### config.mk
export PLATFORM = sky130hd
export DESIGN_NAME = frame_sequencer
export DESIGN_NICKNAME = d
export VERILOG_FILES = /design/src/rtl/frame_sequencer.sv
export SDC_FILE = /design/constraint.sdc
export NUM_CORES = 1
export LEC_CHECK = 0
export CAP_MARGIN = 10
export CORE_AREA = 2 2 50 52
export CTS_CLUSTER_SIZE = 40
export DETAILED_ROUTE_END_ITERATION = 8
export DIE_AREA = 0 0 52 54
export PLACE_DENSITY = 0.82
export SYNTH_ARGS = -nofsm -noshare
export SYNTH_HDL_FRONTEND = slang
export SYNTH_SLANG_ARGS = --single-unit
### constraint.sdc
create_clock -name clk -period 3 [get_ports clk]
set_clock_uncertainty 0.2 [all_clocks]
set_input_delay 0.9 -clock clk [delete_from_list [all_inputs] [get_ports clk]]
set_output_delay 0.9 -clock clk [all_outputs]
set_load 0.02 [all_outputs]
### src/rtl/frame_sequencer.sv
// APU frame sequencer: divides the APU clock into quarter-frame steps and emits
// quarter/half-frame strobes plus the 4-step frame interrupt.
module frame_sequencer #(
  parameter int CLKRATE   = 2_000_000,
  parameter int FRAMERATE = 240,
  parameter int QUARTER   = CLKRATE / FRAMERATE
) (
  input  logic       clk,
  input  logic       rst_n,
  input  logic       cfg_we,
  input  logic [1:0] cfg_data,
  input  logic       irq_ack,
  output logic       quarter_frame,
  output logic       half_frame,
  output logic       irq,
  output logic [2:0] step
);

  localparam int CW = $clog2(QUARTER);
  localparam logic [CW-1:0] CNT_LAST = CW'(QUARTER - 1);

  logic [CW-1:0] cnt;
  logic          mode;     // 0 = 4-step, 1 = 5-step
  logic          inhibit;

  logic       terminal;
  logic       last_step;
  logic       ev_quarter;
  logic       ev_half;
  logic       ev_irq;

  // Step-end events decoded from the step that is finishing.
  always_comb begin
    terminal   = (cnt == CNT_LAST);
    last_step  = mode ? (step == 3'd4) : (step == 3'd3);
    ev_quarter = !(mode && step == 3'd3);
    ev_half    = (step == 3'd1) || (!mode && step == 3'd3) || (mode && step == 3'd4);
    ev_irq     = !mode && !inhibit && (step == 3'd3);
  end

  always_ff @(posedge clk or negedge rst_n) begin
    if (!rst_n) begin
      cnt           <= '0;
      step          <= '0;
      mode          <= 1'b0;
      inhibit       <= 1'b0;
      irq           <= 1'b0;
      quarter_frame <= 1'b0;
      half_frame    <= 1'b0;
    end else begin
      quarter_frame <= 1'b0;
      half_frame    <= 1'b0;
      if (irq_ack) irq <= 1'b0;
      if (cfg_we) begin
        // A write restarts the frame and discards any coincident terminal event.
        mode    <= cfg_data[1];
        inhibit <= cfg_data[0];
        cnt     <= '0;
        step    <= '0;
        if (cfg_data[1]) begin
          quarter_frame <= 1'b1;
          half_frame    <= 1'b1;
        end
        if (cfg_data[0]) irq <= 1'b0;
      end else if (terminal) begin
        cnt           <= '0;
        step          <= last_step ? 3'd0 : step + 3'd1;
        quarter_frame <= ev_quarter;
        half_frame    <= ev_half;
        if (ev_irq) irq <= 1'b1;  // set wins over a coincident ack
      end else begin
        cnt <= cnt + CW'(1);
      end
    end
  end

endmodule

==> summary.md <==
| Metric | Value |
|---|---|
| Outcome | `completed` |
| Layout area overhead | `14.8%` |
| CORE AREA | `between 0.002 and 0.0025 mm²` |
| Xor/xnor share of the synthesized area | `0.0901` |
| Hold_buf cts | `0` |
| Mapped Cells | `114` |
| Worst path buffer plus inverter count | `1` |
| Diodes inserted | `0` |
| Wirelength, routed | `2.21 mm` |
| Slew HR | `0.744` |
| RSZ-0062 raised after global routing | `no` |
| Main combinational cell family by area after synthesis | `simple AND/OR/NAND/NOR gates` |
| Setup Crit Path Kind | `reg -> out` |
| Min-delay src | `cnt[0]` |
| Post CTS Setup Buffer Count | `0` |
| Vias | `853` |
| Die footprint | `0.00281 mm²` |
| CTS clk-pin slew, worst paths | `0.12 ns` |
| Critical Path RT | `1.90 ns` |
| Initial antenna violation count | `0` |
| Final #Nets | `about 140` |
| Commonest non-fill, non-tap cell in the layout | `dfrtp_1` |
| Post-synth EDFFs | `0` |
| Finish-stage setup viols | `0` |
| RR Endpoint | `cnt[3]` |
| Resize count post-CTS | `0` |
| Area contributors post-synth | `dfrtp_1 (47%), xor2_1 (8.3%), ha_1 (7.5%)` |
| Post-synthesis adder-cell area fraction | `0.0751` |
| Worst-path cell chain | `clkdlybuf4s50_1` |
| Filler cells | `around 220` |
| Slew @ Worst Pin | `0.381 ns` |
| Simple-gate share of the synthesized area | `0.240` |
| Synth cell types | `30` |
| Yosys warns | `0` |
| WL per Instance | `approximately 14 µm` |
| Setup TNS | `0 ns` |
| Area leader, netlist | `dfrtp_1` |
| Vias per cell | `roughly 5.4` |
| Die Height | `~54 µm` |
| R2R depth | `4` |
| First-pass detailed-route iteration total | `4` |
| Area fraction in compound gates after synthesis | `0.0805` |
| Maximum clock rate | `394 MHz` |
| CP delay by family, top | `buffers and inverters` |
| Worst path slowest cell | `clkdlybuf4s50_1` |
| Clk buf depth | `2` |
| Async set-reset flop share out of synthesis | `1.00` |
| Leak Pwr | `0.596 nW` |
| Critical Path Source Type | `flip-flop` |
| Post-synth net total | `between 100 and 150` |
| Avg Cell Area, Syn | `10.2 µm²` |
| Post-synthesis register bit count | `22` |
| Number of global-route vias before repair | `about 830` |
| CP max FO | `6` |
| Slowest stage delay, CP | `0.65 ns` |
| Number of routed nets with antenna violations | `0` |
| Tmin final | `2.54 ns` |
| Prevailing post-synth register cell | `dfrtp_1` |
| IO Count | `12` |
| Initial core utilization | `0.503` |
| Post-synthesis mux area share | `0` |
| Layout cells sized above 1 | `0.0945` |
| Final Hold Violating Endpoints | `0` |
| PwrDens | `just under 400 mW/mm²` |
| Clock Sinks | `22` |
| Seq/Total Area, Yosys | `0.472` |
| Post-synth top area share | `0.472` |
| Maxcap violations | `0` |
| Hold endpoint | `cnt[0]` |
| Arr. time, crit path | `between 1 and 1.5 ns` |
| DRC | `0` |
| H-tree Lvls | `1` |
| First-pass GRT wire length | `3.76 mm` |
| PnR Total Power | `0.515 mW` |
| Worst VDD drop | `0.000323 V` |
| Site Rows | `18` |
| Post-Syn Area | `approximately 0.0012 mm²` |
| Overall routing resource usage | `0.184` |
| Reg2Reg Setup Slack | `0.69 ns` |
| Clk_lat worst skew | `0.31 ns` |
| Hold crit path type | `reg -> reg` |
| Most frequent cells in the layout | `dfrtp_1 (22), nor2_1 (14), xor2_1 (11), clkdlybuf4s50_1 (11), inv_1 (8)` |
| Clock root buffer | `clkbuf_4` |
| Reg-to-reg startpoint | `cnt[10]` |
| GP Congestion | `0.790` |
| CTS Buf Count | `3` |
| Total gr overflow | `0` |
| Largest net degree at the start of global routing | `23` |
| Detailed Place HPWL | `1.65 mm` |
| Final period util | `0.847` |
| CTS tree | `built` |
| Die width | `52 µm` |
| Drt initial violations | `7` |
| PortBufs | `11` |
| Worst hold stages | `1` |
| Max-slew violation count | `0` |
| Critical Path End Type | `output port` |
[synthesized netlist by cell type, types with 3 or more instances]
cell and instances:
and3_1 3, nand2_1 6, dfrtp_1 22, nand3_1 6, nor2_1 14, a22o_1 3, inv_1 8, o21ai_0 3
xor2_1 11, ha_1 7, nand4_1 6
[layout make-up]
cell class              count  area (µm²)  area share
clock buffers               4        36.3      0.0271
inverters                   8        30.0      0.0224
multi-input cells          81         567       0.423
flip-flops and latches     22         551       0.411
well taps                  30        37.5      0.0280
repair buffers             12         118      0.0879
[report_power, final]
group	switching [mW]	internal (mW)	total, mW
clock network	0.0928	0.0741	0.167
logic	0.0230	0.0165	0.0395
registers	0.00544	0.303	0.309
[metrics by stage]
| stage | utilization | instances | worst slack [ns] | hold slack, ns | area (µm²) |
|---|---|---|---|---|---|
| after floorplan | - | 114 | 0.863 | 0.243 | 1170 |
| after global placement | 0.561 | 153 | 0.599 | 0.266 | 1300 |
| after detailed placement | 0.561 | 153 | 0.549 | 0.280 | 1300 |
| after CTS | 0.577 | 157 | 0.452 | 0.297 | 1340 |
| after global routing | 0.577 | 157 | 0.389 | 0.333 | 1340 |
| final | 0.577 | 157 | 0.460 | 0.289 | 1340 |
[flip-flops by register name, summed over array words and instances (netlist names)]
name	cells
half_frame	1
inhibit	1
irq	1
quarter_frame	1
step	3
cnt	14
mode	1
[worst register-to-register path: stages (launching register included)]
cell	delay, ns
dfrtp_1	0.46
or4b_4	0.56
or4_4	0.54
o21ai_4	0.34
nor2_1	0.10
[kinds of logic after synthesis]
kind of cell	Yosys count
simple gates	50
buf+inv	11
fa+ha+maj	7
xor+xnor	12
flops	22
compound gates	12
[how the worst max path moves through the flow]
stage,start,endpoint,cells past startpoint
3_5_place_dp,cfg_we,irq,5
3_3_place_gp,cfg_we,irq,5
5_1_grt,step[0],step[0],1
2_1_floorplan,cnt[10],cnt[6],5
4_1_cts,step[0],step[0],1
6_report,step[0],step[0],1
[metal layers]
layer | vias to the layer above | GRT usage | part of all wire
met5 | - | 0 | 0
met4 | 0 | 0.0746 | 0.015
met3 | 4 | 0.0333 | 0.041
met2 | 18 | 0.323 | 0.51
met1 | 413 | 0.224 | 0.44
li1 | 418 | - | -
No activity file was read; power rests on OpenSTA's default activity.
